### config.mk
export PLATFORM = sky130hd
export DESIGN_NAME = clk_rst_mgr
export DESIGN_NICKNAME = d
export VERILOG_FILES = /design/src/rtl/clk_rst_mgr.sv
export SDC_FILE = /design/constraint.sdc
export NUM_CORES = 1
export LEC_CHECK = 0
export BUFFER_PORTS_ARGS = -buffer_cell sky130_fd_sc_hd__clkbuf_2
export CELL_PAD_IN_SITES_DETAIL_PLACEMENT = 1
export CELL_PAD_IN_SITES_GLOBAL_PLACEMENT = 2
export CORE_ASPECT_RATIO = 0.5
export CORE_MARGIN = 2
export CORE_UTILIZATION = 26
export DETAILED_ROUTE_END_ITERATION = 8
export PLACE_DENSITY_LB_ADDON = 0.1
export SYNTH_ARGS = -nofsm -noshare
export SYNTH_HDL_FRONTEND = slang
export SYNTH_SLANG_ARGS = --single-unit
### constraint.sdc
create_clock -name clk -period 7.06 [get_ports clk]
set_clock_uncertainty 0.05 [all_clocks]
set_input_delay 0.353 -clock clk [delete_from_list [all_inputs] [get_ports clk]]
set_output_delay 0.353 -clock clk [all_outputs]
set_load 0.05 [all_outputs]
### src/rtl/clk_rst_mgr.sv
// clk_rst_mgr: PLL lock qualification, sequenced system reset, lock-loss counter and fractional tick channels.
module clk_rst_mgr #(
  parameter int NCH = 2,
  parameter int ACC_W = 24,
  parameter int LOCK_STABLE = 1024,
  parameter int RST_HOLD = 16,
  parameter int LOSS_W = 8
) (
  input  logic                 clk,
  input  logic                 reset,
  input  logic                 pll_locked,
  input  logic [NCH*ACC_W-1:0] inc,
  input  logic [NCH-1:0]       tick_en,
  input  logic                 clr_loss,
  output logic                 sys_reset,
  output logic                 ready,
  output logic [NCH-1:0]       tick,
  output logic [LOSS_W-1:0]    loss_cnt
);
  localparam int CMAX = LOCK_STABLE > RST_HOLD ? LOCK_STABLE : RST_HOLD;
  localparam int CW = $clog2(CMAX + 1);
  typedef enum logic [1:0] {WAIT_LOCK, STABLE, HOLD, RUN} state_t;
  state_t state_q, state_d;
  logic [1:0] sync_q, sync_d;
  logic [CW-1:0] cnt_q, cnt_d;
  logic [LOSS_W-1:0] loss_q, loss_d;
  logic sys_reset_q, sys_reset_d, ready_q, ready_d;
  logic [NCH-1:0] tick_q, tick_d;
  logic [ACC_W-1:0] acc_q [NCH];
  logic [ACC_W-1:0] acc_d [NCH];
  logic [ACC_W:0] sum [NCH];
  logic locked_s, run_en;
  assign locked_s = sync_q[1];
  // The first synchronised-lock cycle is counted on the WAIT_LOCK exit, so
  // sys_reset falls exactly LOCK_STABLE+RST_HOLD edges after locked_s rises.
  always_comb begin
    sync_d = {sync_q[0], pll_locked};
    state_d = state_q;
    cnt_d = cnt_q;
    case (state_q)
      WAIT_LOCK: begin
        state_d = !locked_s ? WAIT_LOCK : (LOCK_STABLE == 1 ? HOLD : STABLE);
        cnt_d = (locked_s && LOCK_STABLE != 1) ? CW'(1) : '0;
      end
      STABLE: begin
        state_d = !locked_s ? WAIT_LOCK : (cnt_q == CW'(LOCK_STABLE - 1) ? HOLD : STABLE);
        cnt_d = (state_d == STABLE) ? cnt_q + CW'(1) : '0;
      end
      HOLD: begin
        state_d = !locked_s ? WAIT_LOCK : (cnt_q == CW'(RST_HOLD - 1) ? RUN : HOLD);
        cnt_d = (state_d == HOLD) ? cnt_q + CW'(1) : '0;
      end
      default: begin
        state_d = locked_s ? RUN : WAIT_LOCK;
        cnt_d = '0;
      end
    endcase
    loss_d = clr_loss ? '0 :
             (state_q == RUN && !locked_s && !(&loss_q)) ? loss_q + LOSS_W'(1) : loss_q;
    sys_reset_d = state_d != RUN;
    ready_d = state_d == RUN;
    for (int i = 0; i < NCH; i++) begin
      sum[i] = {1'b0, acc_q[i]} + {1'b0, inc[i*ACC_W +: ACC_W]};
      run_en = state_q == RUN && tick_en[i];
      acc_d[i] = run_en ? sum[i][ACC_W-1:0] : '0;
      tick_d[i] = run_en & sum[i][ACC_W];
    end
  end
  always_ff @(posedge clk or posedge reset) begin
    if (reset) begin
      state_q <= WAIT_LOCK;
      sync_q <= '0;
      cnt_q <= '0;
      loss_q <= '0;
      sys_reset_q <= 1'b1;
      ready_q <= 1'b0;
      tick_q <= '0;
      for (int i = 0; i < NCH; i++) acc_q[i] <= '0;
    end else begin
      state_q <= state_d;
      sync_q <= sync_d;
      cnt_q <= cnt_d;
      loss_q <= loss_d;
      sys_reset_q <= sys_reset_d;
      ready_q <= ready_d;
      tick_q <= tick_d;
      for (int i = 0; i < NCH; i++) acc_q[i] <= acc_d[i];
    end
  end
  assign sys_reset = sys_reset_q;
  assign ready = ready_q;
  assign tick = tick_q;
  assign loss_cnt = loss_q;
endmodule

==> run metrics <==
clock buffer count from CTS 9; fillers approximately 2300; clock latency on the worst-skew pair 350 ps; EDFF count, synth 0; status finished clean; syn nets 677; Max Clock Freq approximately 0.36 GHz; residual DRC count 0; Synth cell types 56; Vias between 4000 and 5000; Iter 0 DRT Violations 131; largest net degree at the start of global routing 54; fin crit period 2750 ps; Ports 66; Nets between 700 and 800; aggregate routed wire length 14500 µm; reg2reg end tick[1]; initial antenna violation count 0; CORE AREA 0.0195 mm²; switching pwr 251 µW; Synth async-reset ratio 1.00; ys flop type dfrtp_1; share of cells above drive strength 1 0.144; CP arrival 2930 ps; internal power 793 µW; Worst setup SP type flip-flop; number of global-route vias before repair 4758; highest metal used met4; RSZ-0062 raised after global routing false; HP Class input port to flip-flop; syn avg cell area around 9.0 µm²; Synth area leaders dfrtp_1, ha_1, nor2_1; Fin. Hold Viols 0; Synth top area share 0.359; commonest non-fill, non-tap cells in the layout dfrtp_1, clkbuf_2, nor2_1; Synth Warn # 0; sw frac 0.240; Top cell by count, worst path a31o_1; Power Density 171 mW/mm²; Worst Path Required approximately 7200 ps; Final Power between 1000 and 1500 µW; setup TNS 0 ps; final antenna diode count 0; Pins Over Slew Limit 0; Die H around 100 µm; routed length on met2 6730 µm; PostCTS Resize Cnt 0; first-pass GRT wire length 24600 µm; share of total power in combinational logic 0.083; TritonCTS clock tree built; worst-case clock buffer depth 2; WL per Instance 16.1 µm; Root Driver clkbuf_16; hold endpoint sync_q[0]; vias per inst between 4 and 5; Seq pwr share 0.415; FF+latch count, synth 75; critical path fanouts, max 4; Placement Cell Area 0.00577 mm²; post-synthesis cell area 0.00516 mm²; Total GRT Usage 0.146; first drt pass iteration count 4; Antenna Nets Post-Route 0; Worst path slowest cell fa_1; die area 0.0210 mm²; Post-DP HPWL between 10000 and 15000 µm; Mapped Cells 571; starting density of the core 0.265; post-route clock period utilization 0.390; global route overflow 0; Min-Delay Path Depth 1; met3 WL 416 µm; Die Wd 203 µm; H-tree depth 3; area leader, netlist dfrtp_1; MaxCap Viol Count 0; crit path capture type flip-flop; Setup Crit Path Kind flip-flop to flip-flop; area delta synth->final 18.5%; clock share of power 0.501; placer congestion estimate 0.749; critical-path cell list ha_1 > fa_1 > a211oi_2 > o21ai_2 > a31o_1 > a211o_1 > a31o_1 > o311a_1; Critical R2R Launch acc_q[0]; met1 wire length about 7300 µm; Worst-path clk slew 60 ps; FF-to-FF setup slack 4310 ps; peak supply drop 0.118 mV; commonest non-fill, non-tap cell in the layout dfrtp_1; slowest cell delay on critical path 440 ps; sequential element share of the synthesized area 0.364; FF-to-FF path depth 8; input/output buffers 65; clock sinks 75; Leakage 0.00296 µW; final-report setup violation count 0; Finished Cell Area 0.00611 mm²; Least-Margin Pin Slew 902 ps; utilization after layout 0.314; num rows 36; Max-slew headroom 0.397; hold_sp pll_locked
[stage by stage]
stage	cells	setup WS [ps]	hold slack, ps
after floorplan	571	4490	281
after global placement	888	4210	282
after detailed placement	888	4180	286
after CTS	905	4290	43.8
after global routing	905	3930	48.5
final	905	4310	61.3
[flip-flops by register name (all words and copies together) (netlist names)]
name and count:
acc_q 48, loss_cnt 8, sys_reset 1, state_q 2, tick 2, sync_q 2
cnt_q 11, ready 1
[final cells by class]
cell class	count	area (µm²)	area share
Sequential cell	75	1880	0.307
Tap cell	266	333	0.0545
Clock buffer	11	253	0.0414
Timing Repair Buffer	68	350	0.0574
Multi-Input combinational cell	468	3170	0.519
Inverter	12	46.3	0.00758
Clock inverter	5	75.1	0.0123
[power groups by stage]
| stage | Clock (µW) | Combinational [µW] | Sequential [µW] |
|---|---|---|---|
| after floorplan | 0 | 54.0 | 441 |
| after global placement | 0 | 89.1 | 442 |
| after detailed placement | 0 | 88.8 | 442 |
| after CTS | 549 | 89.9 | 434 |
| after global routing | 563 | 99.9 | 434 |
| final | 524 | 87.1 | 434 |
[worst max path at each step]
stage | startpoint | endpoint | slack [ps] | cells past startpoint
6_report | acc_q[0] | tick[1] | 4310 | 8
3_5_place_dp | inc[24] | tick[1] | 4180 | 9
5_1_grt | acc_q[24] | acc_q[46] | 3930 | 8
4_1_cts | acc_q[24] | acc_q[46] | 4290 | 8
3_3_place_gp | inc[0] | acc_q[46] | 4210 | 9
2_1_floorplan | inc[24] | tick[1] | 4490 | 8
[cell families after synthesis]
group	share of synthesized area
adders and majority gates	0.129
DFF	0.364
muxes	0.0175
xor gates and xnor gates	0.0696
AOI/OAI and AO/OA	0.218
buffers and inverters	0.0204
and+or+nand+nor	0.182
[Yosys cell counts, types with 3 or more instances]
| cell | n |
|---|---|
| and2_1 | 14 |
| o21a_1 | 12 |
| ha_1 | 50 |
| nand3_1 | 16 |
| a31oi_1 | 12 |
| nand2_1 | 48 |
| nor4_1 | 3 |
| nand2b_1 | 5 |
| clkbuf_1 | 15 |
| a211o_1 | 4 |
| and3_1 | 17 |
| dfrtp_1 | 74 |
| or3_1 | 3 |
| a211oi_1 | 10 |
| o21ai_0 | 35 |
| o211ai_1 | 5 |
| a21oi_1 | 42 |
| a21o_1 | 16 |
| nor2_1 | 61 |
| nor3_1 | 14 |
| xnor2_1 | 23 |
| nand4_1 | 7 |
| xor2_1 | 18 |
| mux2i_1 | 9 |
| inv_1 | 12 |
| o21bai_1 | 7 |
[critical path, delay by kind of cell, from the launching register on]
family	cells	cell delay, ps
adders and majority gates	2	660
AOI/OAI and AO/OA	6	1570
DFF	1	360
[per-layer routing]
metal	vias to the layer above	global-route usage
met2	36	0.241
li1	2216	-
met1	2157	0.193
met5	-	0
met4	0	0.0292
met3	9	0.0381
[repair_timing]
item	4_1_cts	5_1_grt
hold endpoints to repair	22	0
endpoints found under the setup margin	0	0
buffers inserted	0	0
hold buffers	1	0
Power figures use the tool's default switching activity.
